<file path="src/rtl/ecc_mod_pkg.sv">
// Shared constants and state encoding for the 257-bit modular add/subtract datapath.
// MODADD_SUB_EN adds the NEGB state used by subtraction.
package ecc_mod_pkg;

  localparam int WIDTH = 257;

  // secp256k1 field prime: 2^256 - 2^32 - 977
  localparam logic [WIDTH-1:0] P_DEFAULT =
    {1'b0, 256'hFFFFFFFF_FFFFFFFF_FFFFFFFF_FFFFFFFF_FFFFFFFF_FFFFFFFF_FFFFFFFE_FFFFFC2F};

  function automatic logic [WIDTH-1:0] neg_mod(input logic [WIDTH-1:0] p);
    return ~p + 257'd1;
  endfunction

  localparam logic [WIDTH-1:0] NEG_P = neg_mod(P_DEFAULT);
  localparam logic [WIDTH-1:0] NOT_P = ~P_DEFAULT;

  typedef enum logic [2:0] {
    IDLE = 3'd0,
`ifdef MODADD_SUB_EN
    NEGB = 3'd1,
`endif
    SUM  = 3'd2,
    RED  = 3'd3,
    DONE = 3'd4
  } state_t;

endpackage

</file>
<file path="src/rtl/brent_kung_adder257.sv">
// 257-bit Brent-Kung parallel-prefix adder producing a 258-bit sum (no carry-in).
module brent_kung_adder257 (
  input  logic [256:0] a,
  input  logic [256:0] b,
  output logic [257:0] sum
);

  localparam int N  = 257;
  localparam int LV = 9;
  localparam int IW = 9;

  logic [N-1:0] prop;
  logic [N-1:0] gg;
  logic [N-1:0] pp;
  logic         hit;
  int           j;

  // Up-sweep then down-sweep prefix tree; gg[i] ends as the carry out of bit i
  always_comb begin
    prop = a ^ b;
    gg   = a & b;
    pp   = prop;
    hit  = 1'b0;
    j    = 0;
    for (int l = 0; l < LV; l++) begin
      for (int i = 0; i < N; i++) begin
        hit = (((i + 1) % (2 << l)) == 0);
        j   = hit ? (i - (1 << l)) : i;
        gg[IW'(i)] = gg[IW'(i)] | (hit & pp[IW'(i)] & gg[IW'(j)]);
        pp[IW'(i)] = pp[IW'(i)] & (~hit | pp[IW'(j)]);
      end
    end
    for (int l = LV - 2; l >= 0; l--) begin
      for (int i = 0; i < N; i++) begin
        hit = ((i + 1) >= (3 << l)) && (((i + 1) % (2 << l)) == (1 << l));
        j   = hit ? (i - (1 << l)) : i;
        gg[IW'(i)] = gg[IW'(i)] | (hit & pp[IW'(i)] & gg[IW'(j)]);
        pp[IW'(i)] = pp[IW'(i)] & (~hit | pp[IW'(j)]);
      end
    end
    sum = {gg[N-1], prop ^ {gg[N-2:0], 1'b0}};
  end

endmodule

</file>
<file path="src/rtl/mod_adder257.sv">
// Sequential (a +/- b) mod P over one time-shared Brent-Kung adder.
// MODADD_SUB_EN enables subtraction (op honoured, NEGB state and v_r present).
module mod_adder257
  import ecc_mod_pkg::*;
#(
  parameter int               WIDTH = ecc_mod_pkg::WIDTH,
  parameter logic [WIDTH-1:0] P     = P_DEFAULT
) (
  input  logic             clk,
  input  logic             rst,
  input  logic             in_valid,
  output logic             in_ready,
  input  logic             op,
  input  logic [WIDTH-1:0] a,
  input  logic [WIDTH-1:0] b,
  output logic             out_valid,
  input  logic             out_ready,
  output logic [WIDTH-1:0] result
);

  localparam logic [WIDTH-1:0] P_NEG = neg_mod(P);
  localparam logic [WIDTH-1:0] P_NOT = ~P;

  state_t           state;
  state_t           next_state;
  logic [WIDTH-1:0] a_r;
  logic [WIDTH-1:0] b_r;
  logic [WIDTH:0]   t_r;
  logic [WIDTH-1:0] result_r;
  logic             out_valid_r;
  logic [WIDTH-1:0] add_x;
  logic [WIDTH-1:0] add_y;
  logic [WIDTH:0]   sum;
`ifdef MODADD_SUB_EN
  logic             op_r;
  logic [WIDTH-1:0] v_r;
`else
  logic             unused_op;
  assign unused_op = op;
`endif

  brent_kung_adder257 u_adder (
    .a   (add_x),
    .b   (add_y),
    .sum (sum)
  );

  assign in_ready  = (state == IDLE);
  assign out_valid = out_valid_r;
  assign result    = result_r;

  // Next-state decode
  always_comb begin
    next_state = state;
    case (state)
      IDLE: begin
        if (in_valid) begin
`ifdef MODADD_SUB_EN
          next_state = op ? NEGB : SUM;
`else
          next_state = SUM;
`endif
        end else begin
          next_state = IDLE;
        end
      end
`ifdef MODADD_SUB_EN
      NEGB:    next_state = SUM;
`endif
      SUM:     next_state = RED;
      RED:     next_state = DONE;
      DONE:    next_state = out_ready ? IDLE : DONE;
      default: next_state = IDLE;
    endcase
  end

  // Adder operand selection by state; NOT_P turns b into P - b via one's complement
  always_comb begin
    add_x = '0;
    add_y = '0;
    case (state)
`ifdef MODADD_SUB_EN
      NEGB: begin
        add_x = b_r;
        add_y = P_NOT;
      end
      SUM: begin
        add_x = a_r;
        add_y = op_r ? v_r : b_r;
      end
`else
      SUM: begin
        add_x = a_r;
        add_y = b_r;
      end
`endif
      RED: begin
        add_x = t_r[WIDTH-1:0];
        add_y = P_NEG;
      end
      default: begin
        add_x = '0;
        add_y = '0;
      end
    endcase
  end

  // State and datapath registers
  always_ff @(posedge clk) begin
    if (rst) begin
      state       <= IDLE;
      a_r         <= '0;
      b_r         <= '0;
      t_r         <= '0;
      result_r    <= '0;
      out_valid_r <= 1'b0;
`ifdef MODADD_SUB_EN
      op_r        <= 1'b0;
      v_r         <= '0;
`endif
    end else begin
      state       <= next_state;
      out_valid_r <= (next_state == DONE);
      case (state)
        IDLE: begin
          if (in_valid) begin
            a_r  <= a;
            b_r  <= b;
`ifdef MODADD_SUB_EN
            op_r <= op;
`endif
          end
        end
`ifdef MODADD_SUB_EN
        NEGB: v_r <= ~sum[WIDTH-1:0];
`endif
        SUM:  t_r <= sum;
        // t >= P exactly when t + (2^257 - P) carries, or t already overflowed 257 bits
        RED:  result_r <= (sum[WIDTH] | t_r[WIDTH]) ? sum[WIDTH-1:0] : t_r[WIDTH-1:0];
        default: begin
        end
      endcase
    end
  end

endmodule

</file>
<file path="config.mk">
export PLATFORM = sky130hd
export DESIGN_NAME = mod_adder257
export DESIGN_NICKNAME = d
export VERILOG_FILES = /design/src/rtl/ecc_mod_pkg.sv /design/src/rtl/brent_kung_adder257.sv /design/src/rtl/mod_adder257.sv
export SDC_FILE = /design/constraint.sdc
export NUM_CORES = 2
export LEC_CHECK = 0
export CORE_MARGIN = 2
export CORE_UTILIZATION = 50
export CTS_CLUSTER_SIZE = 8
export DETAILED_ROUTE_END_ITERATION = 10
export PLACE_DENSITY = 0.77
export SLEW_MARGIN = 20
export SYNTH_ARGS = -nofsm -noshare
export SYNTH_HDL_FRONTEND = slang
export SYNTH_SLANG_ARGS = --single-unit
export TNS_END_PERCENT = 100
</file>
<file path="constraint.sdc">
create_clock -name clk -period 6.25 [get_ports clk]
set_input_delay 1.875 -clock clk [delete_from_list [all_inputs] [get_ports clk]]
set_output_delay 1.875 -clock clk [all_outputs]
set_load 0.05 [all_outputs]
</file>
==> qor.yml <==
outcome:
  outcome: "finished, final reports clean"
logic_synthesis:
  ys.flop_type: "dfxtp_1"
  yosysSeqAreaShare_pct: 38.3
  synth_simple_gate_area_share_pct: 21.4
  synth_top_family_by_area: "simple AND/OR/NAND/NOR gates"
  synth_warnings: 0
  synth-xor-area-share_pct: 2.06
  synth_nets: 7749
  yosysUniqueCellTypes: 75
  syn-cell-area_um2: 54000
  avgSynthCellArea_um2: 7.88
  synth_fa_ha_area_share_pct: 10.7
  synth_cells: 6846
  synth_edf_count: 0
  muxShareOfSynthArea_pct: 4.95
  synth-compound-area-share_pct: 17.7
  ys_ff_latch: 1033
  postSynth.asyncResetShare_pct: 0
grt:
  grt_use_total_pct: 31.3
  grt_pass1_vias: 49300
  grt_pass1_wl_um: 275000
  antenna_found_initial: 19
  overflow: 0
  grt_max_degree: 156
power:
  leakage_nw: 25.7
  vdd_drop_max_uv: 231
  pwr-share-comb_pct: 13.9
  swShare_pct: 27.0
  p_int_w: 0.0121
  clkPwrFrac_pct: 43.0
  seqPwrFrac_pct: 43.1
  p_switching_w: 0.00449
  power.density_nw_per_um2: 247
drt:
  wl_per_cell_um: 20.4
  totalWireLength_um: 180000
  first_iter_violations: 4064
  antenna_left: 0
  via_count: 50700
  drc_errors: 0
  via_per_inst: 5.74
  drt_first_pass_iters: 8
sta:
  rsz0062_at_grt: "false"
  fin_setup_tns_ns: 0
  setup_viol: 0
  worst_slack_ns: 0.353
  max_slew_margin_pct: 25.4
  worstMarginPinSlew_ns: 1.12
  min_period_ns: 5.90
  worst_hold_slack_ns: 0.447
  hold_viol_final: 0
  min_period_over_period_pct: 94.4
  fmax_ghz: 0.170
  finClkSkew_ns: 0.0291
  final_max_slew_viol_count: 0
critical_path:
  critPathLaunchType: "register"
  arrival_ns: 6.55
  cp_max_fo: 44
  cp-end-kind: "register"
  worstReg2RegStart: "state[0]$_SDFF_PP0_"
  required_ns: 6.90
  worstSetupPathType: "register to register"
  reg2regPathDepth: 22
  cp-startpoint: "state[0]$_SDFF_PP0_"
place:
  gp_congestion: 0.937
  placed_cell_area_um2: 63000
  dpl.hpwl_um: 122000
  port_buffers: 776
  dpl.cell_count: 8652
  dp_slack_ns: -0.262
layout:
  area_delta_synth_final_pct: 24.6
  layout.nets: 8308
  fillerInstances: 9152
  stdcell_area_um2: 67200
  final_cells: 8833
  drive_above_1_share_pct: 5.69
clock_network:
  root_buffer: "clkbuf_16"
  cts_buffers: 147
  clk_path_buf_depth: 3
  cts.sinks: 1033
  htree_levels: 4
  cts.clk_slew.worst_paths_ns: 0.05
  cts_tree: "done"
  clock_latency_ns: 0.76
min_path:
  holdPathStages: 2
  worstHoldStart: "b_r[19]$_SDFFE_PP0P_"
  hold_path_class: "register to register"
die:
  num_rows: 120
  io_pins: 778
  start_util_pct: 50.4
  die_area_um2: 111000
  core_um2: 107000
  fp.dieW_um: 333
  fp.dieH_um: 333
run:
  cap_violations: 0
==> layout by cell type, fill, tap and decap left out, types with 78 or more instances in the layout <==
| cell type | Yosys | layout |
|---|---|---|
| a211oi_1 | 129 | 129 |
| a21o_1 | 128 | 128 |
| a21oi_1 | 866 | 864 |
| a311oi_1 | 129 | 129 |
| and2_1 | 254 | 252 |
| buf_4 | 0 | 78 |
| clkbuf_16 | 0 | 156 |
| clkdlybuf4s50_1 | 0 | 775 |
| dfxtp_1 | 1033 | 1032 |
| fa_1 | 128 | 128 |
| ha_1 | 256 | 256 |
| inv_1 | 206 | 206 |
| mux2_2 | 78 | 78 |
| mux2i_1 | 179 | 179 |
| nand2_1 | 1921 | 1919 |
| nor2_1 | 495 | 493 |
| o211ai_1 | 130 | 130 |
| xnor2_1 | 127 | 127 |
==> layout make-up <==
type | count | area, um2 | area share (%)
Inverter | 207 | 777 | 1.16
Multi-Input combinational cell | 5119 | 30800 | 45.8
Clock buffer | 157 | 3820 | 5.68
Antenna cell | 9 | 22.5 | 0.0335
Tap cell | 1403 | 1760 | 2.61
Timing Repair Buffer | 897 | 9230 | 13.7
Clock inverter | 8 | 143 | 0.212
Sequential cell | 1033 | 20700 | 30.8
==> cells by family (layout without fill, tap and decap cells) <==
logic type	count (synthesis)	after routing
buf+inv	694	1269
other cells	0	9
xor+xnor	127	127
compound gates	1542	1542
fa+ha+maj	384	384
mux	257	257
flops	1033	1033
simple gates	2809	2809
==> cells in the mapped netlist, types with 6 or more instances <==
master	instances	share of area (%)
o21bai_1	16	0.22
xnor2_1	127	2.1
a311oi_1	129	2.1
nor2b_1	9	0.10
nand2_1	1921	13
o211ai_1	130	1.8
a221oi_1	9	0.15
o21a_1	9	0.13
a21boi_0	6	0.083
nand4_1	51	0.59
nor3_1	15	0.14
clkbuf_1	453	3.2
mux2_2	78	1.6
fa_1	128	4.7
a21o_1	128	1.8
and4_1	10	0.16
or2_2	9	0.10
dfxtp_1	1033	38
a211oi_1	129	1.8
a31oi_1	21	0.24
nor2_1	495	3.4
nor4_1	8	0.093
buf_1	34	0.24
a21oi_1	866	8.0
mux2i_1	179	3.3
nand2b_1	12	0.14
o21ai_0	47	0.44
inv_1	206	1.4
and2_1	254	2.9
ha_1	256	5.9
nand3_1	8	0.074
==> final timing paths <==
path | endpoint | slack [ns]
worst max-delay path | result[255]$_SDFFE_PP0N_ | 0.35
worst max register to register | result[255]$_SDFFE_PP0N_ | 0.35
worst min-delay path | b_r[19]$_SDFFE_PP0P_ | 0.45
worst min register to register | b_r[19]$_SDFFE_PP0P_ | 0.45
==> through the flow <==
| stage | util [%] | power [W] |
|---|---|---|
| after floorplan | - | 0.00858 |
| after global placement | 58.8 | 0.00948 |
| after detailed placement | 58.8 | 0.00953 |
| after CTS | 62.5 | 0.0166 |
| after global routing | 62.8 | 0.0172 |
| final | 62.8 | 0.0166 |
==> power by group through the flow <==
stage	registers [W]	logic [W]	clock network (W)
after floorplan	0.00733	0.00125	0
after global placement	0.00728	0.00220	0
after detailed placement	0.00729	0.00224	0
after CTS	0.00717	0.00226	0.00722
after global routing	0.00720	0.00250	0.00750
final	0.00717	0.00231	0.00714
==> layer usage <==
| metal | vias to the layer above | share of wire, % | GRT usage, % |
|---|---|---|---|
| met3 | 494 | 8.0 | 6.12 |
| li1 | 24100 | - | - |
| met2 | 2130 | 46 | 50.1 |
| met1 | 24000 | 40 | 39.1 |
| met4 | 22 | 6.0 | 18.7 |
| met5 | - | 0.078 | 0 |
==> registers in the layout (all words and copies together), names as in the netlist <==
name / count
a_r: 257
b_r: 257
out_valid: 1
result: 257
state: 3
t_r: 258
==> timing repair <==
item,CTS,global route
pin swaps,0,2
cloned,0,4
endpoints found under the setup margin,20,141
gates resized for setup,3,31
hold buffers,0,0
buffers inserted,0,2
==> critical path, stage by stage, from the launching register on <==
cell and delay [ns]:
dfxtp_4 0.48, buf_16 0.22, buf_16 0.21, buf_12 0.33
mux2_2 0.37, and2_1 0.17, ha_1 0.29, nand4_1 0.17
or3_1 0.40, nor3_1 0.29, nand3_1 0.18, nor2_1 0.15
buf_4 0.14, o2111ai_2 0.14, buf_12 0.18, a21oi_2 0.25
nor2_2 0.12, o31a_1 0.34, o21a_1 0.21, fa_1 0.43
xnor2_1 0.22, nand2_1 0.08, a311oi_1 0.28
No activity file was read; power rests on OpenSTA's default activity.
